--- config.mk ---
export PLATFORM = sky130hd
export DESIGN_NAME = mc_control_fsm_flat
export DESIGN_NICKNAME = d
export VERILOG_FILES = /design/src/rtl/mips_mc_pkg.sv /design/src/rtl/mc_ctrl_if.sv /design/src/rtl/mc_op_decode.sv /design/src/rtl/mc_control_fsm.sv /design/src/flat_wrapper.sv
export SDC_FILE = /design/constraint.sdc
export NUM_CORES = 1
export LEC_CHECK = 0
export ABC_AREA = 0
export CORE_AREA = 2 2 63 77
export CTS_CLUSTER_DIAMETER = 40
export CTS_CLUSTER_SIZE = 8
export DETAILED_ROUTE_END_ITERATION = 10
export DIE_AREA = 0 0 65 79
export PLACE_DENSITY = 0.87
export SETUP_SLACK_MARGIN = 0.02
export SLEW_MARGIN = 0
export SYNTH_ARGS = -nofsm -noshare
export SYNTH_HDL_FRONTEND = slang
export SYNTH_SLANG_ARGS = --single-unit
export TNS_END_PERCENT = 5
--- constraint.sdc ---
create_clock -name clk -period 2.17 [get_ports clk]
set_input_delay 0.434 -clock clk [delete_from_list [all_inputs] [get_ports clk]]
set_output_delay 0.434 -clock clk [all_outputs]
set_load 0.01 [all_outputs]
--- src/rtl/mips_mc_pkg.sv ---
// Shared definitions for the multi-cycle MIPS control sequencer.
// Contents: FSM state encoding, opcode/funct constants, decode classes,
// ALU-op and datapath mux-select constants, and a memory-state helper.
package mips_mc_pkg;

    typedef enum logic [4:0] {
        S_IDLE   = 5'd0,
        S_FETCH  = 5'd1,
        S_DECODE = 5'd2,
        S_RTYPE  = 5'd3,
        S_RWB    = 5'd4,
        S_JR     = 5'd5,
        S_MEMADR = 5'd6,
        S_MEMRD  = 5'd7,
        S_MEMWB  = 5'd8,
        S_MEMWR  = 5'd9,
        S_BEQ    = 5'd10,
        S_JUMP   = 5'd11,
        S_JAL    = 5'd12,
        S_ADDI   = 5'd13,
        S_LOGI   = 5'd14,
        S_IWB    = 5'd15,
        S_TRAP   = 5'd16
    } state_t;

    typedef enum logic [2:0] {
        CLS_RTYPE   = 3'd0,
        CLS_MEM     = 3'd1,
        CLS_BEQ     = 3'd2,
        CLS_JUMP    = 3'd3,
        CLS_JAL     = 3'd4,
        CLS_ADDI    = 3'd5,
        CLS_LOGI    = 3'd6,
        CLS_ILLEGAL = 3'd7
    } op_class_t;

    localparam logic [5:0] OP_RTYPE = 6'h00;
    localparam logic [5:0] OP_LW    = 6'h23;
    localparam logic [5:0] OP_SW    = 6'h2B;
    localparam logic [5:0] OP_BEQ   = 6'h04;
    localparam logic [5:0] OP_J     = 6'h02;
    localparam logic [5:0] OP_JAL   = 6'h03;
    localparam logic [5:0] OP_ADDI  = 6'h08;
    localparam logic [5:0] OP_ANDI  = 6'h0C;
    localparam logic [5:0] OP_ORI   = 6'h0D;
    localparam logic [5:0] FN_JR    = 6'h08;

    localparam logic [2:0] ALU_ADD   = 3'b000;
    localparam logic [2:0] ALU_SUB   = 3'b001;
    localparam logic [2:0] ALU_FUNCT = 3'b010;
    localparam logic [2:0] ALU_AND   = 3'b011;
    localparam logic [2:0] ALU_OR    = 3'b100;

    localparam logic [1:0] PCSRC_ALU    = 2'b00;
    localparam logic [1:0] PCSRC_ALUOUT = 2'b01;
    localparam logic [1:0] PCSRC_JUMP   = 2'b10;
    localparam logic [1:0] PCSRC_RS     = 2'b11;

    localparam logic [1:0] RDST_RT = 2'b00;
    localparam logic [1:0] RDST_RD = 2'b01;
    localparam logic [1:0] RDST_RA = 2'b10;

    localparam logic [1:0] M2R_ALUOUT = 2'b00;
    localparam logic [1:0] M2R_MDR    = 2'b01;
    localparam logic [1:0] M2R_PC     = 2'b10;

    localparam logic       SRCA_PC = 1'b0;
    localparam logic       SRCA_RS = 1'b1;

    localparam logic [1:0] SRCB_RT     = 2'b00;
    localparam logic [1:0] SRCB_FOUR   = 2'b01;
    localparam logic [1:0] SRCB_IMM    = 2'b10;
    localparam logic [1:0] SRCB_IMM_SH = 2'b11;

    // States in which the sequencer waits on the memory handshake.
    function automatic logic is_mem_wait_state(input state_t s);
        return (s == S_FETCH) || (s == S_MEMRD) || (s == S_MEMWR);
    endfunction

endpackage

--- src/rtl/mc_ctrl_if.sv ---
// Control bus between the multi-cycle sequencer and the datapath.
// master: the sequencer (consumes IR fields, ALU zero, memory ready;
//         drives all strobes, mux selects, trap flag and perf counters).
// slave:  the datapath side (the reverse directions).
interface mc_ctrl_if;
    logic [5:0]  opcode;
    logic [5:0]  funct;
    logic        zero;
    logic        mem_ready;

    logic        pc_write;
    logic        pc_write_cond;
    logic [1:0]  pc_source;
    logic        iord;
    logic        mem_read;
    logic        mem_write;
    logic        ir_write;
    logic [1:0]  reg_dst;
    logic [1:0]  mem_to_reg;
    logic        reg_write;
    logic        alu_src_a;
    logic [1:0]  alu_src_b;
    logic        ext_zero;
    logic [2:0]  alu_op;
    logic        illegal_op;
    logic [31:0] cycle_cnt;
    logic [31:0] instr_cnt;

    modport master (
        input  opcode, funct, zero, mem_ready,
        output pc_write, pc_write_cond, pc_source, iord, mem_read, mem_write,
               ir_write, reg_dst, mem_to_reg, reg_write, alu_src_a, alu_src_b,
               ext_zero, alu_op, illegal_op, cycle_cnt, instr_cnt
    );

    modport slave (
        output opcode, funct, zero, mem_ready,
        input  pc_write, pc_write_cond, pc_source, iord, mem_read, mem_write,
               ir_write, reg_dst, mem_to_reg, reg_write, alu_src_a, alu_src_b,
               ext_zero, alu_op, illegal_op, cycle_cnt, instr_cnt
    );
endinterface

--- src/rtl/mc_op_decode.sv ---
// Combinational instruction classifier for the DECODE/RTYPE/MEMADR/LOGI
// branches of the sequencer.
// Ports:
//   opcode    in  6  IR[31:26]
//   funct     in  6  IR[5:0]
//   op_class  out    next-state class for DECODE
//   is_store  out 1  sw (MEMADR -> MEMWR instead of MEMRD)
//   is_or_imm out 1  ori (LOGI selects OR instead of AND)
//   is_jr     out 1  funct is jr (RTYPE -> JR)
module mc_op_decode
    import mips_mc_pkg::*;
(
    input  logic [5:0] opcode,
    input  logic [5:0] funct,
    output op_class_t  op_class,
    output logic       is_store,
    output logic       is_or_imm,
    output logic       is_jr
);

    always_comb begin
        op_class = CLS_ILLEGAL;
        case (opcode)
            OP_RTYPE:       op_class = CLS_RTYPE;
            OP_LW, OP_SW:   op_class = CLS_MEM;
            OP_BEQ:         op_class = CLS_BEQ;
            OP_J:           op_class = CLS_JUMP;
            OP_JAL:         op_class = CLS_JAL;
            OP_ADDI:        op_class = CLS_ADDI;
            OP_ANDI, OP_ORI: op_class = CLS_LOGI;
            default:        op_class = CLS_ILLEGAL;
        endcase
    end

    assign is_store  = (opcode == OP_SW);
    assign is_or_imm = (opcode == OP_ORI);
    assign is_jr     = (funct == FN_JR);

endmodule

--- src/rtl/mc_control_fsm.sv ---
// Multi-cycle MIPS control sequencer (Moore FSM). Steps a shared-ALU,
// shared-memory datapath through fetch/decode/execute/memory/writeback.
// Ports:
//   clk    in   single clock, rising edge
//   reset  in   synchronous, active-high; forces IDLE and gates all strobes
//   bus    master modport of mc_ctrl_if (IR fields, zero, mem_ready in;
//          strobes, mux selects, illegal_op, cycle_cnt, instr_cnt out)
// Parameter TIMEOUT_CYC: consecutive mem_ready=0 cycles tolerated in a
//   memory state before trapping.
// Optional build macro MC_PERF_CNT_EN: builds the cycle/instruction
//   counters; when undefined both counter outputs are tied to zero.
//
// state  | meaning
// IDLE   | first cycle out of reset
// FETCH  | read instruction at PC, PC+4 on completion
// DECODE | branch target into ALUOut, dispatch on opcode
// RTYPE  | rs op rt
// RWB    | R-type result -> rd
// JR     | PC <- rs
// MEMADR | rs + imm address for lw/sw
// MEMRD  | data read at ALUOut
// MEMWB  | MDR -> rt
// MEMWR  | data write at ALUOut
// BEQ    | compare rs/rt, conditional PC load
// JUMP   | PC <- jump address
// JAL    | PC <- jump address, $31 <- PC
// ADDI   | rs + sign-ext imm
// LOGI   | rs and/or zero-ext imm
// IWB    | immediate result -> rt
// TRAP   | illegal opcode or memory timeout; held until reset
module mc_control_fsm
    import mips_mc_pkg::*;
#(
    parameter int TIMEOUT_CYC = 16
) (
    input  logic      clk,
    input  logic      reset,
    mc_ctrl_if.master bus
);

    localparam int TW = $clog2(TIMEOUT_CYC + 1);
    localparam logic [TW-1:0] TMO_LAST = TW'(TIMEOUT_CYC - 1);

    state_t    state;
    state_t    next_state;
    op_class_t op_class;
    logic      is_store;
    logic      is_or_imm;
    logic      is_jr;
    logic [TW-1:0] tmo_cnt;
    logic      wait_cycle;
    logic      tmo_hit;

    mc_op_decode u_op_decode (
        .opcode    (bus.opcode),
        .funct     (bus.funct),
        .op_class  (op_class),
        .is_store  (is_store),
        .is_or_imm (is_or_imm),
        .is_jr     (is_jr)
    );

    // A stalled memory cycle; the counter only runs across consecutive stalls.
    assign wait_cycle = is_mem_wait_state(state) && !bus.mem_ready;
    // The stall that brings the run up to TIMEOUT_CYC is the last one allowed.
    assign tmo_hit    = wait_cycle && (tmo_cnt == TMO_LAST);

    always_ff @(posedge clk) begin
        if (reset) begin
            tmo_cnt <= '0;
        end else if (wait_cycle) begin
            tmo_cnt <= tmo_cnt + 1'b1;
        end else begin
            tmo_cnt <= '0;
        end
    end

    always_ff @(posedge clk) begin
        if (reset) begin
            state <= S_IDLE;
        end else begin
            state <= next_state;
        end
    end

    always_comb begin
        next_state = state;
        case (state)
            S_IDLE:   next_state = S_FETCH;
            S_FETCH: begin
                if (tmo_hit)            next_state = S_TRAP;
                else if (bus.mem_ready) next_state = S_DECODE;
            end
            S_DECODE: begin
                case (op_class)
                    CLS_RTYPE: next_state = S_RTYPE;
                    CLS_MEM:   next_state = S_MEMADR;
                    CLS_BEQ:   next_state = S_BEQ;
                    CLS_JUMP:  next_state = S_JUMP;
                    CLS_JAL:   next_state = S_JAL;
                    CLS_ADDI:  next_state = S_ADDI;
                    CLS_LOGI:  next_state = S_LOGI;
                    default:   next_state = S_TRAP;
                endcase
            end
            S_RTYPE:  next_state = is_jr ? S_JR : S_RWB;
            S_MEMADR: next_state = is_store ? S_MEMWR : S_MEMRD;
            S_MEMRD: begin
                if (tmo_hit)            next_state = S_TRAP;
                else if (bus.mem_ready) next_state = S_MEMWB;
            end
            S_MEMWR: begin
                if (tmo_hit)            next_state = S_TRAP;
                else if (bus.mem_ready) next_state = S_FETCH;
            end
            S_ADDI, S_LOGI: next_state = S_IWB;
            S_RWB, S_JR, S_MEMWB, S_BEQ, S_JUMP, S_JAL, S_IWB:
                            next_state = S_FETCH;
            S_TRAP:         next_state = S_TRAP;
            default:        next_state = S_TRAP;
        endcase
    end

    // Outputs decode from the state register; reset masks them so an
    // abandoned access never strobes in the reset cycle.
    always_comb begin
        bus.pc_write      = 1'b0;
        bus.pc_write_cond = 1'b0;
        bus.pc_source     = PCSRC_ALU;
        bus.iord          = 1'b0;
        bus.mem_read      = 1'b0;
        bus.mem_write     = 1'b0;
        bus.ir_write      = 1'b0;
        bus.reg_dst       = RDST_RT;
        bus.mem_to_reg    = M2R_ALUOUT;
        bus.reg_write     = 1'b0;
        bus.alu_src_a     = SRCA_PC;
        bus.alu_src_b     = SRCB_RT;
        bus.ext_zero      = 1'b0;
        bus.alu_op        = ALU_ADD;
        bus.illegal_op    = 1'b0;
        if (!reset) begin
            case (state)
                S_FETCH: begin
                    bus.mem_read  = 1'b1;
                    bus.alu_src_b = SRCB_FOUR;
                    // IR load and PC+4 happen in the completing cycle only.
                    bus.ir_write  = bus.mem_ready;
                    bus.pc_write  = bus.mem_ready;
                end
                S_DECODE: bus.alu_src_b = SRCB_IMM_SH;
                S_RTYPE: begin
                    bus.alu_src_a = SRCA_RS;
                    bus.alu_op    = ALU_FUNCT;
                end
                S_RWB: begin
                    bus.reg_dst   = RDST_RD;
                    bus.reg_write = 1'b1;
                end
                S_JR: begin
                    bus.pc_write  = 1'b1;
                    bus.pc_source = PCSRC_RS;
                end
                S_MEMADR, S_ADDI: begin
                    bus.alu_src_a = SRCA_RS;
                    bus.alu_src_b = SRCB_IMM;
                end
                S_MEMRD: begin
                    bus.mem_read = 1'b1;
                    bus.iord     = 1'b1;
                end
                S_MEMWB: begin
                    bus.mem_to_reg = M2R_MDR;
                    bus.reg_write  = 1'b1;
                end
                S_MEMWR: begin
                    bus.mem_write = 1'b1;
                    bus.iord      = 1'b1;
                end
                S_BEQ: begin
                    bus.alu_src_a     = SRCA_RS;
                    bus.alu_op        = ALU_SUB;
                    bus.pc_write_cond = 1'b1;
                    bus.pc_source     = PCSRC_ALUOUT;
                end
                S_JUMP: begin
                    bus.pc_write  = 1'b1;
                    bus.pc_source = PCSRC_JUMP;
                end
                S_JAL: begin
                    // PC was already advanced in FETCH, so PC is the link value.
                    bus.pc_write   = 1'b1;
                    bus.pc_source  = PCSRC_JUMP;
                    bus.reg_write  = 1'b1;
                    bus.reg_dst    = RDST_RA;
                    bus.mem_to_reg = M2R_PC;
                end
                S_LOGI: begin
                    bus.ext_zero  = 1'b1;
                    bus.alu_src_a = SRCA_RS;
                    bus.alu_src_b = SRCB_IMM;
                    bus.alu_op    = is_or_imm ? ALU_OR : ALU_AND;
                end
                S_IWB: bus.reg_write = 1'b1;
                S_TRAP: bus.illegal_op = 1'b1;
                default: ;
            endcase
        end
    end

`ifdef MC_PERF_CNT_EN
    logic [31:0] cycle_q;
    logic [31:0] instr_q;
    logic        instr_done;

    // Entering FETCH from IDLE is not a retirement, and TRAP never leaves.
    assign instr_done = (next_state == S_FETCH) && (state != S_FETCH) &&
                        (state != S_IDLE) && (state != S_TRAP);

    always_ff @(posedge clk) begin
        if (reset) begin
            cycle_q <= '0;
            instr_q <= '0;
        end else begin
            cycle_q <= cycle_q + 32'd1;
            if (instr_done) begin
                instr_q <= instr_q + 32'd1;
            end
        end
    end

    assign bus.cycle_cnt = cycle_q;
    assign bus.instr_cnt = instr_q;
`else
    assign bus.cycle_cnt = 32'd0;
    assign bus.instr_cnt = 32'd0;
`endif

endmodule

--- src/flat_wrapper.sv ---
// flat-port wrapper written by rule: the top's interface ports become plain ports
module mc_control_fsm_flat import mips_mc_pkg::*;
#(
    parameter int TIMEOUT_CYC = 16
)
  (clk, reset, bus_opcode, bus_funct, bus_zero, bus_mem_ready, bus_pc_write, bus_pc_write_cond, bus_pc_source, bus_iord, bus_mem_read, bus_mem_write, bus_ir_write, bus_reg_dst, bus_mem_to_reg, bus_reg_write, bus_alu_src_a, bus_alu_src_b, bus_ext_zero, bus_alu_op, bus_illegal_op, bus_cycle_cnt, bus_instr_cnt);
  mc_ctrl_if bus_i ();
  input  logic clk;
  input  logic reset;
  input wire logic [$bits(bus_i.opcode)-1:0] bus_opcode;
  input wire logic [$bits(bus_i.funct)-1:0] bus_funct;
  input wire logic [$bits(bus_i.zero)-1:0] bus_zero;
  input wire logic [$bits(bus_i.mem_ready)-1:0] bus_mem_ready;
  output wire logic [$bits(bus_i.pc_write)-1:0] bus_pc_write;
  output wire logic [$bits(bus_i.pc_write_cond)-1:0] bus_pc_write_cond;
  output wire logic [$bits(bus_i.pc_source)-1:0] bus_pc_source;
  output wire logic [$bits(bus_i.iord)-1:0] bus_iord;
  output wire logic [$bits(bus_i.mem_read)-1:0] bus_mem_read;
  output wire logic [$bits(bus_i.mem_write)-1:0] bus_mem_write;
  output wire logic [$bits(bus_i.ir_write)-1:0] bus_ir_write;
  output wire logic [$bits(bus_i.reg_dst)-1:0] bus_reg_dst;
  output wire logic [$bits(bus_i.mem_to_reg)-1:0] bus_mem_to_reg;
  output wire logic [$bits(bus_i.reg_write)-1:0] bus_reg_write;
  output wire logic [$bits(bus_i.alu_src_a)-1:0] bus_alu_src_a;
  output wire logic [$bits(bus_i.alu_src_b)-1:0] bus_alu_src_b;
  output wire logic [$bits(bus_i.ext_zero)-1:0] bus_ext_zero;
  output wire logic [$bits(bus_i.alu_op)-1:0] bus_alu_op;
  output wire logic [$bits(bus_i.illegal_op)-1:0] bus_illegal_op;
  output wire logic [$bits(bus_i.cycle_cnt)-1:0] bus_cycle_cnt;
  output wire logic [$bits(bus_i.instr_cnt)-1:0] bus_instr_cnt;
  assign bus_i.opcode = bus_opcode;
  assign bus_i.funct = bus_funct;
  assign bus_i.zero = bus_zero;
  assign bus_i.mem_ready = bus_mem_ready;
  assign bus_pc_write = bus_i.pc_write;
  assign bus_pc_write_cond = bus_i.pc_write_cond;
  assign bus_pc_source = bus_i.pc_source;
  assign bus_iord = bus_i.iord;
  assign bus_mem_read = bus_i.mem_read;
  assign bus_mem_write = bus_i.mem_write;
  assign bus_ir_write = bus_i.ir_write;
  assign bus_reg_dst = bus_i.reg_dst;
  assign bus_mem_to_reg = bus_i.mem_to_reg;
  assign bus_reg_write = bus_i.reg_write;
  assign bus_alu_src_a = bus_i.alu_src_a;
  assign bus_alu_src_b = bus_i.alu_src_b;
  assign bus_ext_zero = bus_i.ext_zero;
  assign bus_alu_op = bus_i.alu_op;
  assign bus_illegal_op = bus_i.illegal_op;
  assign bus_cycle_cnt = bus_i.cycle_cnt;
  assign bus_instr_cnt = bus_i.instr_cnt;
  mc_control_fsm #(.TIMEOUT_CYC(TIMEOUT_CYC)) u_core (.clk(clk), .reset(reset), .bus(bus_i));
endmodule
---- After elaboration in Yosys (flattened, before gate mapping) ----
Cells that the tools add are included.
word-level totals
  register bits ........................... 10
  bits in latches ......................... 0
  bits in writable memories ............... 0
  bits in read-only memories .............. 0
  input port bits ......................... 16
  output and inout bits ................... 85
  word-level logic and storage cells ...... 102
  memories kept ........................... 0
operators by class
  $add $sub $neg .......................... 1
  multiply operators ...................... 0
  divide/modulo/power cells ............... 0
  $lt $le $gt $ge ......................... 0
  equality and inequality tests ........... 35
  shift operators ......................... 0
  multiplexer cells ....................... 42
  bitwise logic cells ..................... 1
  reductions and logical operators ........ 21
operators by type and width
  operator              count
  $eq A5 B4 Y1 const B  9
  $pmux W5 S8           1
  $pmux W5 S7           1
  $mux W5               6
  $eq A6 B4 Y1 const B  4
  $pmux W3 S7           1
  $eq A5 B3 Y1 const B  4
  $mux W1               20
  $reduce_or A2 Y1      7
  $eq A6 B2 Y1 const B  2
  $eq A6 B6 Y1 const B  2
  $pmux W2 S3           2
  $eq A5 B2 Y1 const B  2
  $eq A3 B3 Y1 const B  3
  $ne A3 B2 Y1 const B  3
  $pmux W3 S3           1
  $mux W2               4
  $pmux W2 S2           2
  $reduce_or A8 Y1      1
  $eq A3 B2 Y1 const B  2
  $eq A6 B3 Y1 const B  1
  $logic_not A6 Y1      1
  $mux W3               2
  $reduce_or A3 Y1      2
  15 further kinds      17

---- Longest topological paths before layout ----
  depth after elaboration ................. 7
  gate-level depth with buffers ........... 7
  gate-level depth less buffers ........... 7

---- By module ----
From an unflattened synthesis, not the netlist that was laid out.
unflattened totals
  cell total of the unflattened synthesis .. 229
  area, all modules ....................... 1572.8 sq um
modules (own cells, without submodules)
  module          instances  cells an instance  area an instance (sq um)  seq. area each (sq um)
  mc_control_fsm  1          211                1448.9                    200.2
  mc_op_decode    1          18                 123.9                     0.0

---- Least setup slack after synthesis ----
Ideal clock, no wire load.
  kind .................................... input to output
  start ................................... input bus_opcode[1]
  end ..................................... output bus_alu_op[2]
  data arrival time ....................... 1.466 ns
  required time ........................... 1.736 ns
  slack ................................... 0.270 ns
  stages .................................. 4
  buffers on the path ..................... 1
  cells stage by stage .................... buf_2 nor4b_2 nand3_1 nor4_1
between the ends
  word-level cells in the longest chain between the ends .. 4
RTL lines
  what                line                   text
  start: declaration  flat_wrapper.sv:10     input wire logic [$bits(bus_i.opcode)-1:0] bus_opcode;
  $eq A6 B4 Y1        mc_op_decode.sv:36     assign is_or_imm = (opcode == OP_ORI);
  $mux W3             mc_control_fsm.sv:202  bus.alu_op = is_or_imm ? ALU_OR : ALU_AND;
  $pmux W3 S3         mc_control_fsm.sv:143  case (state)
  $mux W3             mc_control_fsm.sv:142  if (!reset) begin
  end: declaration    flat_wrapper.sv:27     output wire logic [$bits(bus_i.alu_op)-1:0] bus_alu_op;
Every way passes these cells.

---- Final worst setup path ----
  start ................................... input bus_mem_ready
  end ..................................... output bus_ir_write
between the ends
  word-level cells in the longest chain between the ends .. 2
RTL lines
  what                line                   text
  start: declaration  flat_wrapper.sv:13     input wire logic [$bits(bus_i.mem_ready)-1:0] bus_mem_ready;
  $mux W1             mc_control_fsm.sv:143
  $mux W1             mc_control_fsm.sv:142
  end: declaration    flat_wrapper.sv:20     output wire logic [$bits(bus_i.ir_write)-1:0] bus_ir_write;
Every way passes these cells.

==> results by group <==
Global route
  • Vias in the first global route: 1,319
  • Largest net degree at the start of global routing: 13
  • Gr usage total: 0.1399
  • Initial antenna violation count: 0
  • Global route total overflow: 0
  • First-pass GRT wire length: 5982 um

Yosys
  • Largest family of logic cells by synthesized area: buffers and inverters
  • Post-synth EDFFs: 0
  • Post-synthesis xor/xnor area fraction: 0.01077
  • Flops & latches, synth: 10
  • Synth Area in Adders: 0.01538
  • Post-synthesis instance area: 1627 um^2
  • Ys async rst share: 0
  • YS warnings: 0
  • Cells after Synth: 225
  • Simple-gate share of the synthesized area: 0.3023
  • Syn Area/Cell: 7.229 um^2
  • Synth Flop Type: dfxtp_1
  • Post-synthesis mux area share: 0.006923
  • Compound-Gate Fraction of Synth Area: 0.1715
  • Distinct cells, synth: 51
  • Sequential share of the synthesized area: 0.1231

Timing
  • Setup-failing EPs final: 0
  • Max Fclk: 484.7 MHz
  • Final min period: 2.063 ns
  • Worst Tran Pin Value: 0.4947 ns
  • Fin. Hold Viols: 0
  • Hold slack final: roughly 0.46 ns
  • Relative slew margins: 0.6672
  • Max Slew Vio Count: 0
  • Final Cycle Share: 0.9508
  • RSZ-0062 raised after global routing: yes
  • Setup tns final: 0 ns
  • Clock Skews: approximately 0.0024 ns
  • Final worst slack: roughly 0.11 ns

Clock network
  • Clock tree buffer depth: 2
  • Post-CTS Hold Buffers: 0
  • Reg clk slew, reported paths: 0.05 ns
  • Worst-Skew Late Latency: 0.23 ns
  • CTS tree: yes
  • Clock root buffer: clkbuf_8
  • H-tree level count: 1
  • Total CTS buffers: 3
  • Sink Count: 10

Worst setup path
  • Worst path slowest cell: clkdlybuf4s50_1
  • Crit end category: primary output
  • CP startpoint kind: primary input
  • CP Max Fanout: 2
  • R2r startpoint: u_core.tmo_cnt[0]
  • Arrival @ worst endpoint: roughly 1.6 ns
  • Cell Chain, Critical Path: clkdlybuf4s50_1, nand3b_1, nor4_4, buf_4, clkdlybuf4s15_2
  • Worst path required time: 1.74 ns
  • WS Path Type: in -> out
  • CP startpoint: bus_mem_ready
  • Crit-path max cell delay: 0.48 ns

Floorplanning
  • I/O pins: around 100
  • Die Ht: ~80 um
  • Core footprint: 4425 um^2
  • Starting Density: 0.3675
  • Chip width: 65 um
  • Die area: 5135 um^2
  • Core Rows: 27

Detailed routing
  • DR iter-0 viols: 57
  • Met2 wire len: around 1900 um
  • Max layer used: met4
  • Wirelength, routed: 3734 um
  • Final routed DRC violation total: 0
  • Routed len/inst: 11.15 um
  • Routed wl met3: around 300 um
  • Antenna Nets Post-Route: 0
  • Detailed Routing Iterations Pass 1: 4
  • Post-DR vias/cell: 4.648
  • Met1 wire length: around 1500 um
  • Via count: 1,557

Layout
  • Area grow syn2layout: 24.54%
  • Most common cell after layout, fill and taps aside: conb_1
  • Commonest cells after routing, fill and taps aside: conb_1 (64), buf_4 (31), nor2_1 (17)
  • Share of layout cells above drive strength 1: 0.2419
  • Post-route insts no fill: between 300 and 400
  • Diodes inserted: 0
  • Post-route cell area: slightly above 2000 um^2
  • Nets: 296
  • Fillers: about 450

Placement
  • Setup WS pre-CTS: -0.5232 ns
  • HPWL Detailed: 3001 um
  • I/O Buffers: 35
  • Routability congestion estimate: between 0.8 and 0.9
  • Placed cell count: 330
  • Area of placed instances: 1936 um^2

Run
  • Max_cap viols: 0

Power
  • Maximum VDD drop: around 0.17 mV
  • Leakage: 0.9803 nW
  • P per Cell Area: 416.4 nW/um^2

Run status
  • Status: finished, final reports clean

Hold path
  • Worst hold path type: reg -> reg
  • Hold path startpoint: u_core.tmo_cnt[0]
-- cell usage after synthesis (4+ instances only) --
cell | n | area (um^2)
dfxtp_1 | 10 | 200.2
o21ai_0 | 5 | 25.02
nor2b_1 | 8 | 50.05
nand2b_1 | 6 | 37.54
buf_2 | 10 | 50.05
a31oi_1 | 7 | 43.79
nand2_1 | 11 | 41.29
nor4_1 | 10 | 62.56
nand3_1 | 4 | 20.02
nor3_1 | 5 | 25.02
a21oi_1 | 7 | 35.03
buf_4 | 67 | 503.0
nor2_1 | 17 | 63.81
inv_1 | 5 | 18.77
-- final cells by class --
cell class / instances / area [um^2] / area share
timing repair buffer: 66 / 544.3 / 0.2687
tap: 58 / 72.57 / 0.03582
clock buffer: 4 / 55.05 / 0.02718
inverter: 6 / 22.52 / 0.01112
multi-input combinational: 191 / 1127 / 0.5565
sequential: 10 / 203.9 / 0.1007
-- sequential cells by signal (all words and copies together) (netlist names) --
| register | count |
|---|---|
| u_core.state | 5 |
| u_core.tmo_cnt | 5 |
-- cells by family after synthesis --
logic type                 Yosys count
buffers and inverters               87
and+or+nand+nor                     83
AOI/OAI and AO/OA                   39
DFF                                 10
adders and majority gates            2
xor gates and xnor gates             2
other                                1
muxes                                1
-- power by group --
part           leakage (nW)  internal (mW)  switching (mW)  total [mW]
sequential           0.0823          0.198          0.0244       0.223
combinational         0.869          0.172           0.223       0.394
clock                0.0288          0.159          0.0674       0.226
total                 0.980          0.529           0.314       0.843
-- per-layer routing --
metal  vias to the layer above  global-route usage
met5                         -                   0
met4                         0             0.02553
met3                         2             0.01275
met2                        86              0.2495
met1                       706              0.1827
li1                        763                   -
-- through the flow --
stage / util / power [mW]
floorplan: - / 0.5409
global placement: 0.4374 / 0.5954
detailed placement: 0.4374 / 0.6058
CTS: 0.4447 / 0.8393
global route: 0.4577 / 0.9021
finish: 0.4577 / 0.8435
-- worst paths after layout --
path,endpoint,slack [ns],cells past startpoint
max,bus_ir_write,0.11,5
min reg2reg,u_core.tmo_cnt[0],0.46,1
min,u_core.tmo_cnt[0],0.46,1
max reg2reg,u_core.state[3],0.48,7
-- worst max-delay path, delay by kind of cell --
| family | cells | cell delay [ns] |
|---|---|---|
| buf+inv | 3 | 0.86 |
| simple gates | 2 | 0.33 |
-- repair_timing --
item | 4_1_cts | 5_1_grt
gates cloned | 0 | 0
resized for setup | 70 | 14
pin swaps | 3 | 4
setup endpoints to repair | 21 | 18
buffers inserted | 0 | 1
Power figures use the tool's default switching activity.
